==> src/rtl/acc_alu_sequencer.sv <==
// acc_alu_sequencer: accumulator sequencer driving an external 8-bit ALU for LDA/ADD/SUB/MUL/CLR commands
// Ports: clk_in/rst_in clock and sync active-high reset; cmd_* valid/ready command channel;
// alu_a_out/alu_b_out/alu_ctrl_out drive the external ALU, alu_sum_in/alu_carry_in/alu_ovf_in return its result;
// acc_out and carry/ovf/zero flags are registered; done_out/err_out pulse one cycle on completion.
module acc_alu_sequencer #(
  parameter logic [2:0] ALU_ADD = 3'b010,
  parameter logic [2:0] ALU_SUB = 3'b011
) (
  input  logic       clk_in,
  input  logic       rst_in,
  input  logic       cmd_valid_in,
  output logic       cmd_ready_out,
  input  logic [2:0] cmd_op_in,
  input  logic [7:0] cmd_data_in,
  output logic [7:0] alu_a_out,
  output logic [7:0] alu_b_out,
  output logic [2:0] alu_ctrl_out,
  input  logic [7:0] alu_sum_in,
  input  logic       alu_carry_in,
  input  logic       alu_ovf_in,
  output logic [7:0] acc_out,
  output logic       carry_flag_out,
  output logic       ovf_flag_out,
  output logic       zero_flag_out,
  output logic       done_out,
  output logic       err_out
);
  localparam logic [2:0] OP_LDA = 3'b001, OP_ADD = 3'b010, OP_SUB = 3'b011, OP_MUL = 3'b100, OP_CLR = 3'b101;
  typedef enum logic [1:0] {IDLE, EXEC, MUL} state_t;
  state_t state_q, state_d;
  logic [2:0] op_q, op_d, cnt_q, cnt_d;
  logic [7:0] data_q, data_d, acc_q, acc_d, mcand_q, mcand_d, mplier_q, mplier_d, prod_q, prod_d, prod_nx;
  logic c_q, c_d, v_q, v_d, z_q, z_d, done_q, done_d, err_q, err_d;
  logic accept, arith, mul_last;
  assign cmd_ready_out = (state_q == IDLE) && !rst_in;
  assign accept = cmd_valid_in && cmd_ready_out;
  assign arith = (state_q == EXEC) && (op_q == OP_ADD || op_q == OP_SUB);
  assign mul_last = (state_q == MUL) && (cnt_q == 3'd7);
  // partial product accumulates only when the current multiplier bit is set
  assign prod_nx = mplier_q[0] ? alu_sum_in : prod_q;
  assign alu_a_out = (state_q == MUL) ? prod_q : arith ? acc_q : 8'h00;
  assign alu_b_out = (state_q == MUL) ? mcand_q : arith ? data_q : 8'h00;
  assign alu_ctrl_out = (arith && op_q == OP_SUB) ? ALU_SUB : ALU_ADD;
  assign acc_out = acc_q;
  assign carry_flag_out = c_q;
  assign ovf_flag_out = v_q;
  assign zero_flag_out = z_q;
  assign done_out = done_q;
  assign err_out = err_q;
  always_comb begin
    state_d = state_q;
    op_d = op_q;
    data_d = data_q;
    mcand_d = mcand_q;
    mplier_d = mplier_q;
    prod_d = prod_q;
    cnt_d = cnt_q;
    acc_d = acc_q;
    c_d = c_q;
    v_d = v_q;
    z_d = z_q;
    done_d = 1'b0;
    err_d = 1'b0;
    case (state_q)
      IDLE: if (accept) begin
        op_d = cmd_op_in;
        data_d = cmd_data_in;
        state_d = (cmd_op_in == OP_MUL) ? MUL : EXEC;
        if (cmd_op_in == OP_MUL) begin
          mcand_d = acc_q;
          mplier_d = cmd_data_in;
          prod_d = 8'h00;
          cnt_d = 3'd0;
        end
      end
      EXEC: begin
        state_d = IDLE;
        done_d = 1'b1;
        err_d = (op_q[2:1] == 2'b11);
        case (op_q)
          OP_ADD, OP_SUB: {acc_d, c_d, v_d, z_d} = {alu_sum_in, alu_carry_in, alu_ovf_in, alu_sum_in == 8'h00};
          OP_LDA: {acc_d, c_d, v_d, z_d} = {data_q, 2'b00, data_q == 8'h00};
          OP_CLR: {acc_d, c_d, v_d, z_d} = {8'h00, 3'b001};
          default: ;
        endcase
      end
      MUL: begin
        prod_d = prod_nx;
        mcand_d = {mcand_q[6:0], 1'b0};
        mplier_d = {1'b0, mplier_q[7:1]};
        cnt_d = cnt_q + 3'd1;
        if (mul_last) begin
          state_d = IDLE;
          done_d = 1'b1;
          {acc_d, c_d, v_d, z_d} = {prod_nx, 2'b00, prod_nx == 8'h00};
        end
      end
      default: state_d = IDLE;
    endcase
  end
  always_ff @(posedge clk_in) begin
    if (rst_in) begin
      state_q <= IDLE;
      op_q <= 3'd0;
      data_q <= 8'h00;
      mcand_q <= 8'h00;
      mplier_q <= 8'h00;
      prod_q <= 8'h00;
      cnt_q <= 3'd0;
      acc_q <= 8'h00;
      c_q <= 1'b0;
      v_q <= 1'b0;
      z_q <= 1'b0;
      done_q <= 1'b0;
      err_q <= 1'b0;
    end else begin
      state_q <= state_d;
      op_q <= op_d;
      data_q <= data_d;
      mcand_q <= mcand_d;
      mplier_q <= mplier_d;
      prod_q <= prod_d;
      cnt_q <= cnt_d;
      acc_q <= acc_d;
      c_q <= c_d;
      v_q <= v_d;
      z_q <= z_d;
      done_q <= done_d;
      err_q <= err_d;
    end
  end
endmodule

==> config.mk <==
export PLATFORM = sky130hd
export DESIGN_NAME = acc_alu_sequencer
export DESIGN_NICKNAME = d
export VERILOG_FILES = /design/src/rtl/acc_alu_sequencer.sv
export SDC_FILE = /design/constraint.sdc
export NUM_CORES = 1
export LEC_CHECK = 0
export BUFFER_PORTS_ARGS = -buffer_cell sky130_fd_sc_hd__buf_2
export CORE_ASPECT_RATIO = 0.5
export CORE_UTILIZATION = 32
export DETAILED_ROUTE_END_ITERATION = 16
export PLACE_DENSITY = 0.48
export SETUP_SLACK_MARGIN = 0.4
export SLEW_MARGIN = 20
export SYNTH_ARGS = -nofsm -noshare
export SYNTH_HDL_FRONTEND = slang
export SYNTH_SLANG_ARGS = --single-unit
==> constraint.sdc <==
create_clock -name clk_in -period 1.9 [get_ports clk_in]
set_clock_uncertainty 0.1 [all_clocks]
set_input_delay 0.095 -clock clk_in [delete_from_list [all_inputs] [get_ports clk_in]]
set_output_delay 0.095 -clock clk_in [all_outputs]
set_load 0.1 [all_outputs]
# Yosys cells after proc, flatten, opt, wreduce, memory -nomap -nowiden
# Index checks and enable logic that the tools add are counted.
# Widths: inputs -> output; s select.
# totals
regBits,53
latch_bits,0
ram_bits,0
romBits,0
in_bits,24
out_inout_bits,33
word_cells,85
n_memories,0
# classes
addsub,1
n_mul,0
div_mod_pow,0
magnitude_cmp,0
eq_ne,14
shifts,0
mux,35
bitwise_logic,1
n_reduce_logical,21
# ops
operator,count
$mux 8,12
$pmux 8 s2,4
$logic_not 8->1,3
$pmux 8 s3,1
$pmux 1 s2,6
$eq 3x3->1 const B,3
$reduce_and 3->1,3
$eq 3x2->1 const B,2
$mux 2,3
$mux 3,2
$pmux 3 s2,1
$reduce_or 2->1,3
$logic_and 1x1->1,5
$eq 2x2->1 const B,2
$mux 1,4
$ne 2x2->1 const B,2
$ne 4x1->1 const B,1
$pmux 2 s2,1
$reduce_and 2->1,2
$reduce_bool 2->1,2
$add 3x1->3 const B,1
$eq 3x1->1 const B,1
$ne 3x2->1 const B,1
$pmux 1 s3,1
6 further kinds,6

# Depth between registers and ports, before layout
# Gate-level depths: netlist (run 1).
# logic_depth
ltp_word,5
depth_mapped,8

# Worst setup path before layout (run 1)
# Ideal clock, no wire load.
# synth_timing
kind,register -> output
start,reg state_q[1]
end,out alu_ctrl_out[0]
arrival_time_ns,2.673
t_required_ns,1.705
path_slack_ns,-0.968
path_stages_with_launch,5
path_buffers,0
cell_sequence,dfxtp_1 > inv_1 > ha_1 > nand2_1 > nor3_1
# synth_via
elab_chain_len,4
# synth_lines
item,line,source
"start, declared",30,"state_t state_q, state_d;"
"start signal, assigned",117,state_q <= state_d;
$eq 2x1->1,37,assign arith = (state_q == EXEC) && (op_q == OP_ADD || op_q == OP_SUB);
$logic_and 1x1->1,37,
$logic_and 1x1->1,43,assign alu_ctrl_out = (arith && op_q == OP_SUB) ? ALU_SUB : ALU_ADD;
$mux 1,43,
"end, declared",17,"output logic [2:0] alu_ctrl_out,"
# No other way between the ends.

# Final worst setup path (run 1)
# layout_timing
start,reg state_q[0]
end,out alu_b_out[6]
# layout_via
elab_chain_len,4
# layout_lines
item,line,source
$eq 2x1->1,37,
$logic_and 1x1->1,37,
$mux 8,42,assign alu_b_out = (state_q == MUL) ? mcand_q : arith ? data_q : 8'h00;
$mux 8 (*),42,
"end, declared",16,"output logic [7:0] alu_b_out,"
# Mark *: on every way between the ends. The rest lies on a longest branch, timed or not.

==> impl_metrics.py, run 1 <==
metrics = {
    "timing": {
        "setup_viol": 16,
        "drv_slew": 0,
        "setup_ws_ps": -33.4,
        "tns_ps": -230,
        "fin_crit_ps": 1930,
        "finalCritPeriodShare_pct": 102,
        "clock.fmax_mhz": 517,
        "finalHoldViolCount": 0,
        "rsz0062_at_grt": "true",
    },
    "synth": {
        "yosys.area_share.adder_pct": 2.28,
        "synth.most_common_cell": "dfxtp_1",
        "async_flop_share_pct": 0,
        "ys.warnings.count": 0,
        "synth_ff_type": "dfxtp_1",
        "yosys.area_share.xor_xnor_pct": 0,
        "synthTopCellsByCount": "53 x dfxtp_1, 27 x nor2_1, 19 x o21ai_0",
        "synth-compound-area-share_pct": 26.5,
        "avgSynthCellArea_sq_um": 9.24,
        "syn-instance-count": 297,
        "muxShareOfSynthArea_pct": 8.39,
        "syn_nets": 326,
        "yosysTopAreaCellShare_pct": 38.7,
        "synth_cell_types": 43,
        "seq_area_frac_synth_pct": 38.7,
        "synthSimpleGateAreaFrac_pct": 17.8,
        "synth_edf_count": 0,
        "synthTopCellsByArea": "dfxtp_1 39%, a211oi_2 6.8%, a22o_1 5.1%",
        "synth_top_cell_by_area": "dfxtp_1",
        "synth_top_family_by_area": "compound AO/OA/AOI/OAI gates",
        "syn-cell-area_sq_um": 2740,
        "ys_seq_elements": 53,
    },
    "die": {
        "coreArea_sq_um": 8140,
        "rows": 23,
        "die_w_um": 133,
        "start_util_pct": 33.7,
        "die_y_um": 67.5,
        "io_pins": 57,
        "die_area_sq_um": 8970,
    },
    "worst_setup_path": {
        "crit_fanout": 8,
        "crit_required_ps": 1700,
        "cp.arrival_ps": 1740,
        "worst_path_max_delay_cell": "dfxtp_4",
        "crit_chain": "inv_4 -> ha_4 -> nor3_4 -> buf_12 -> buf_12 -> a22o_4 -> buf_12",
        "max_stage_delay_ps": 380,
        "path_class": "flop to primary output",
        "worstSetupEndpointType": "primary output",
        "crit_top_cell": "buf_12",
        "critPathLaunchType": "flop",
    },
    "finish": {
        "syn2layout_area_growth_pct": 82.8,
        "nets": 437,
        "insertedDiodeCount": 0,
        "drive_gt1_share_pct": 60.8,
        "finish.utilization_pct": 61.6,
        "fillCellCount": 681,
        "final_cell_area_sq_um": 5020,
    },
    "global_routing": {
        "grt_pass1_vias": 2734,
        "grt_remaining_overflow": 0,
        "track_usage_pct": 22.3,
        "antenna_found_initial": 0,
        "grt_pass1_wl_mm": 15.0,
        "grt_max_degree": 29,
    },
    "place": {
        "gp_congestion": 0.774,
        "portBuffers": 54,
        "post-dp-hpwl_mm": 5.89,
        "placed_cell_area_sq_um": 3780,
    },
    "clock_tree": {
        "ctsHtreeMaxLevel": 2,
        "clk_pin_slew_ps": 70,
        "cts_tree": "built",
        "cts_buffers": 5,
        "cts.sinks": 53,
        "clock_latency_ps": 300,
        "cts_root_buffer": "clkbuf_16",
        "cts.path.max_buffers": 2,
    },
    "routing": {
        "final_antenna_net_count": 0,
        "vias_per_cell": 5.35,
        "drt-pass1-iter-count": 4,
        "wl_per_cell_um": 18.8,
        "route.detailed.drc": 0,
        "vias": 2780,
        "wl_mm": 9.77,
        "drt_iter0_drc": 199,
    },
    "min_path": {
        "hold_class": "input port to flop",
    },
    "pwr": {
        "power_density_nw_per_um2": 613,
        "irDropWorstVdd_mv": 0.407,
        "leakagePower_nw": 1.95,
    },
    "flow_run": {
        "cap_violations": 0,
    },
    "run_status": {
        "violations": "negative setup slack",
        "outcome": "finished with violations",
    },
}
## power by group
| part | internal, mW | switching [mW] | total (mW) |
|---|---|---|---|
| clock network | 0.519 | 0.408 | 0.927 |
| logic | 0.360 | 0.544 | 0.904 |
| registers | 1.17 | 0.0778 | 1.24 |
## worst paths after layout
path,startpoint,to,slack (ps),depth (start not counted)
worst max-delay path,state_q[0]$_SDFFE_PP0P_,alu_b_out[6],-30,7
worst min-delay path,cmd_valid_in,state_q[0]$_SDFFE_PP0P_,110,4
worst max register to register,state_q[0]$_SDFFE_PP0P_,mplier_q[1]$_SDFFE_PP0P_,20,9
worst min register to register,cnt_q[1]$_SDFFE_PP0P_,cnt_q[1]$_SDFFE_PP0P_,360,2
## critical path: cells and delay by family, from the launching register on
| family | cells | cell delay, ps |
|---|---|---|
| fa+ha+maj | 1 | 190 |
| simple gates | 1 | 210 |
| compound gates | 1 | 140 |
| flops | 1 | 380 |
| buf+inv | 4 | 510 |
## placed cells by master, fill, tap and decap left out, drive strengths merged
master	count
a2111oi	1
a211oi	22
a21oi	17
a222oi	8
a22o	17
a22oi	2
a2bb2oi	1
a311oi	1
a31oi	1
and2	1
and2b	1
and3	2
and3b	1
buf	107
clkbuf	9
clkinvlp	1
conb	2
dfxtp	53
dlygate4sd3	21
ha	5
inv	4
mux2	8
mux2i	14
nand2	17
nand2b	13
nand3	13
nand3b	3
nor2	28
nor2b	2
nor3	2
nor3b	2
nor4	7
o21ai	19
o311a	1
o31ai	1
or3	1
## metrics by stage
step | power (mW) | setup slack [ps] | instances | hold slack (ps)
2_1_floorplan | 1.71 | 215 | 297 | 103
3_3_place_gp | 1.90 | 51.7 | 464 | 203
3_5_place_dp | 1.90 | 105 | 464 | 216
4_1_cts | 3.03 | -4.22 | 512 | 96.5
5_1_grt | 3.19 | -71.6 | 520 | 126
6_report | 3.08 | -33.4 | 520 | 106
## timing repair
item	CTS	global route
endpoints found under the setup margin	57	68
endpoints found under the hold margin	22	0
gates cloned	5	3
buffers inserted	15	5
hold buffers	21	0
pin swaps	31	8
gates resized for setup	111	27
## logic make-up (layout without fill, tap and decap cells)
group,count (synthesis),count (layout)
other,2,2
multiplexers,22,22
buffers and inverters,31,142
flip-flops,53,53
AO/OA/AOI/OAI,91,91
AND/OR/NAND/NOR,93,93
adder cells (fa/ha/maj),5,5
## flip-flops by register name, indices dropped and copies added, names as in the netlist
signal,cells
ovf_flag_out,1
op_q,3
zero_flag_out,1
data_q,8
err_out,1
mcand_q,8
prod_q,8
mplier_q,8
cnt_q,3
done_out,1
acc_out,8
state_q,2
carry_flag_out,1
## per-layer routing
metal	GRT usage (%)	vias to the layer above	routed length (um)	share of wire, %
met1	31.0	1385	4630	47
met4	3.59	0	32	0.33
li1	-	1326	-	-
met5	0	-	0	0
met2	36.5	64	4550	47
met3	4.28	5	557	5.7
## final cells by class
type,count,area [sq um],share of cell area (%)
timing repair buffer,130,1470,29.3
multi-input combinational,213,2160,43.1
tap,112,140,2.79
clock buffer,7,143,2.84
inverter,5,27.5,0.549
sequential,53,1070,21.4
No activity file was read; power rests on OpenSTA's default activity.
==> run 2: changes to the inputs <==
--- a/config.mk
+++ b/config.mk
@@ -5,11 +5,12 @@
 export SDC_FILE = /design/constraint.sdc
 export NUM_CORES = 1
 export LEC_CHECK = 0
+export ABC_AREA = 1
 export BUFFER_PORTS_ARGS = -buffer_cell sky130_fd_sc_hd__buf_2
 export CORE_ASPECT_RATIO = 0.5
 export CORE_UTILIZATION = 32
 export DETAILED_ROUTE_END_ITERATION = 16
-export PLACE_DENSITY = 0.48
+export PLACE_DENSITY = 0.49
 export SETUP_SLACK_MARGIN = 0.4
 export SLEW_MARGIN = 20
 export SYNTH_ARGS = -nofsm -noshare
==> impl_metrics.py, run 2 <==
metrics = {
    "clock_tree": {
        "cts_buffers": 5,
        "clk_pin_slew_ps": 60,
        "cts.path.max_buffers": 2,
        "cts_root_buffer": "clkbuf_16",
        "cts.sinks": 53,
        "cts_tree": "built",
        "ctsHtreeMaxLevel": 2,
        "clock_latency_ps": 300,
    },
    "synth": {
        "synthTopCellsByArea": "dfxtp_1 39%, nand2_1 13%, nor2_1 7.9%",
        "synth.most_common_cell": "nand2_1",
        "async_flop_share_pct": 0,
        "yosys.area_share.adder_pct": 2.32,
        "ys.warnings.count": 0,
        "seq_area_frac_synth_pct": 39.4,
        "syn-instance-count": 404,
        "synth_ff_type": "dfxtp_1",
        "synth_cell_types": 27,
        "syn_nets": 433,
        "ys_seq_elements": 53,
        "yosys.area_share.xor_xnor_pct": 0,
        "avgSynthCellArea_sq_um": 6.66,
        "syn-cell-area_sq_um": 2690,
        "synth_edf_count": 0,
        "synthTopCellsByCount": "92 x nand2_1, 57 x nor2_1, 53 x dfxtp_1",
        "synthSimpleGateAreaFrac_pct": 24.5,
        "synth-compound-area-share_pct": 24.0,
        "synth_top_family_by_area": "simple AND/OR/NAND/NOR gates",
        "yosysTopAreaCellShare_pct": 39.4,
        "muxShareOfSynthArea_pct": 0,
        "synth_top_cell_by_area": "dfxtp_1",
    },
    "flow_run": {
        "cap_violations": 0,
    },
    "routing": {
        "vias": 3197,
        "wl_per_cell_um": 17.3,
        "final_antenna_net_count": 0,
        "route.detailed.drc": 0,
        "wl_mm": 10.9,
        "drt-pass1-iter-count": 4,
        "drt_iter0_drc": 199,
        "vias_per_cell": 5.09,
    },
    "worst_setup_path": {
        "crit_fanout": 7,
        "reg2reg_depth": 11,
        "max_stage_delay_ps": 360,
        "crit_top_cell": "buf_12",
        "crit_required_ps": 1700,
        "worstSetupEndpointType": "primary output",
        "worst_path_max_delay_cell": "dfxtp_4",
        "path_class": "flop to primary output",
        "crit_chain": "inv_4 -> ha_4 -> inv_8 -> buf_12 -> buf_4 -> o22ai_4 -> buf_12",
        "cp.arrival_ps": 1650,
        "regToRegSetupSlack_ps": 70,
        "critPathLaunchType": "flop",
        "timing.rr.start": "state_q[0]$_SDFFE_PP0P_",
        "r2r-end": "mcand_q[2]$_SDFFE_PP0P_",
    },
    "min_path": {
        "hold_depth": 3,
        "hp-start": "cmd_op_in[2]",
        "hold_class": "input port to flop",
        "holdPathEnd": "op_q[2]$_SDFFE_PP0P_",
    },
    "run_status": {
        "outcome": "finished, final reports clean",
    },
    "finish": {
        "final_cell_area_sq_um": 5230,
        "syn2layout_area_growth_pct": 94.4,
        "fillCellCount": 646,
        "drive_gt1_share_pct": 49.1,
        "final_cell_mix": "85 x nand2_1, 49 x dfxtp_1, 40 x nor2_1",
        "nets": 543,
        "final-seq-area_sq_um": 1070,
        "finish.utilization_pct": 64.7,
        "multi_input_area_sq_um": 2140,
        "final_common_cell": "nand2_1",
        "final_cells": 628,
    },
    "die": {
        "coreArea_sq_um": 8090,
        "die_area_sq_um": 8810,
        "die_w_um": 132,
        "io_pins": 57,
        "rows": 23,
        "die_y_um": 66.9,
        "start_util_pct": 33.3,
    },
    "place": {
        "gp_congestion": 0.887,
        "dp.cells": 564,
        "portBuffers": 54,
        "post-dp-hpwl_mm": 6.51,
        "placed_cell_area_sq_um": 3720,
    },
    "timing": {
        "finalHoldViolCount": 0,
        "setup_viol": 0,
        "tns_ps": 0,
        "rsz0062_at_grt": "true",
        "clock.fmax_mhz": 543,
        "drv_slew": 0,
        "finalCritPeriodShare_pct": 97.0,
        "holdWs_ps": 24.8,
        "fin_crit_ps": 1840,
    },
    "pwr": {
        "irDropWorstVdd_mv": 1.32,
        "power_density_nw_per_um2": 1480,
        "leakagePower_nw": 2.12,
    },
    "global_routing": {
        "grt_pass1_wl_mm": 16.6,
        "grt_max_degree": 29,
        "grt_remaining_overflow": 0,
        "track_usage_pct": 25.2,
        "antenna_found_initial": 1,
        "grt_pass1_vias": 3121,
    },
}
[run 2: changes by cell type in the layout (fill, tap and decap cells not counted), moves of 17 or more]
cell,change
a211oi_2,-18
a22o_4,-17
inv_1,+27
nand2_1,+79
nor2_1,+37
o21ai_2,+27
[run 2: how the worst max path moves through the flow]
| stage | from | to | slack (ps) | depth (start not counted) |
|---|---|---|---|---|
| global placement | state_q[0]$_SDFFE_PP0P_ | alu_a_out[7] | 140 | 7 |
| finish | state_q[0]$_SDFFE_PP0P_ | alu_a_out[6] | 60 | 7 |
| CTS | state_q[1]$_SDFFE_PP0P_ | alu_b_out[0] | 70 | 6 |
| detailed placement | state_q[0]$_SDFFE_PP0P_ | alu_a_out[6] | 90 | 7 |
| floorplan | state_q[1]$_SDFFE_PP0P_ | alu_b_out[6] | -180 | 5 |
| global route | state_q[0]$_SDFFE_PP0P_ | mcand_q[2]$_SDFFE_PP0P_ | 20 | 13 |
[run 2: layout make-up]
class | instances | share of cell area, %
Sequential cell | 53 | 20.5
Antenna cell | 1 | 0.0478
Timing Repair inverter | 3 | 0.789
Clock inverter | 2 | 0.287
Inverter | 36 | 3.25
Multi-Input combinational cell | 290 | 40.9
Timing Repair Buffer | 125 | 29.1
Clock buffer | 6 | 2.46
Tap cell | 112 | 2.68
[run 2: power breakdown]
| part | switching, mW | total (mW) | internal [mW] |
|---|---|---|---|
| Combinational | 3.17 | 5.18 | 2.01 |
| Clock | 0.430 | 0.920 | 0.490 |
| Sequential | 0.215 | 1.63 | 1.41 |
[run 2: per-layer routing]
| layer | track usage [%] | part of all wire [%] | vias up |
|---|---|---|---|
| met1 | 33.3 | 46 | 1526 |
| met3 | 7.15 | 7.5 | 17 |
| li1 | - | - | 1550 |
| met2 | 39.6 | 45 | 104 |
| met4 | 7.99 | 1.3 | 0 |
| met5 | 0 | 0 | - |
[run 2: per-stage QoR]
step | total power [mW] | worst slack, ps
after global routing | 8.10 | 23.5
after detailed placement | 4.89 | 92.6
after global placement | 4.84 | 139
after floorplan | 4.12 | -180
final | 7.72 | 57.0
after CTS | 7.23 | 74.5
[run 2: repair_timing]
item | 4_1_cts | 5_1_grt
endpoints found under the hold margin | 13 | 2
hold buffers | 11 | 2
pin swaps | 29 | 35
setup endpoints to repair | 69 | 69
buffers inserted | 24 | 5
resized for setup | 154 | 62
gates cloned | 11 | 2
[run 2: cell families (layout without fill, tap and decap cells)]
group | after synthesis | in the layout
compound gates | 116 | 116
fa+ha+maj | 5 | 5
buf+inv | 61 | 172
flops | 53 | 53
other cells | 2 | 3
simple gates | 167 | 167
[run 2: worst max-delay path: cells and delay by family, from the launching register on]
| kind | cells | cell delay (ps) |
|---|---|---|
| AOI/OAI and AO/OA | 1 | 180 |
| adders and majority gates | 1 | 170 |
| buffers and inverters | 5 | 630 |
| DFF | 1 | 360 |
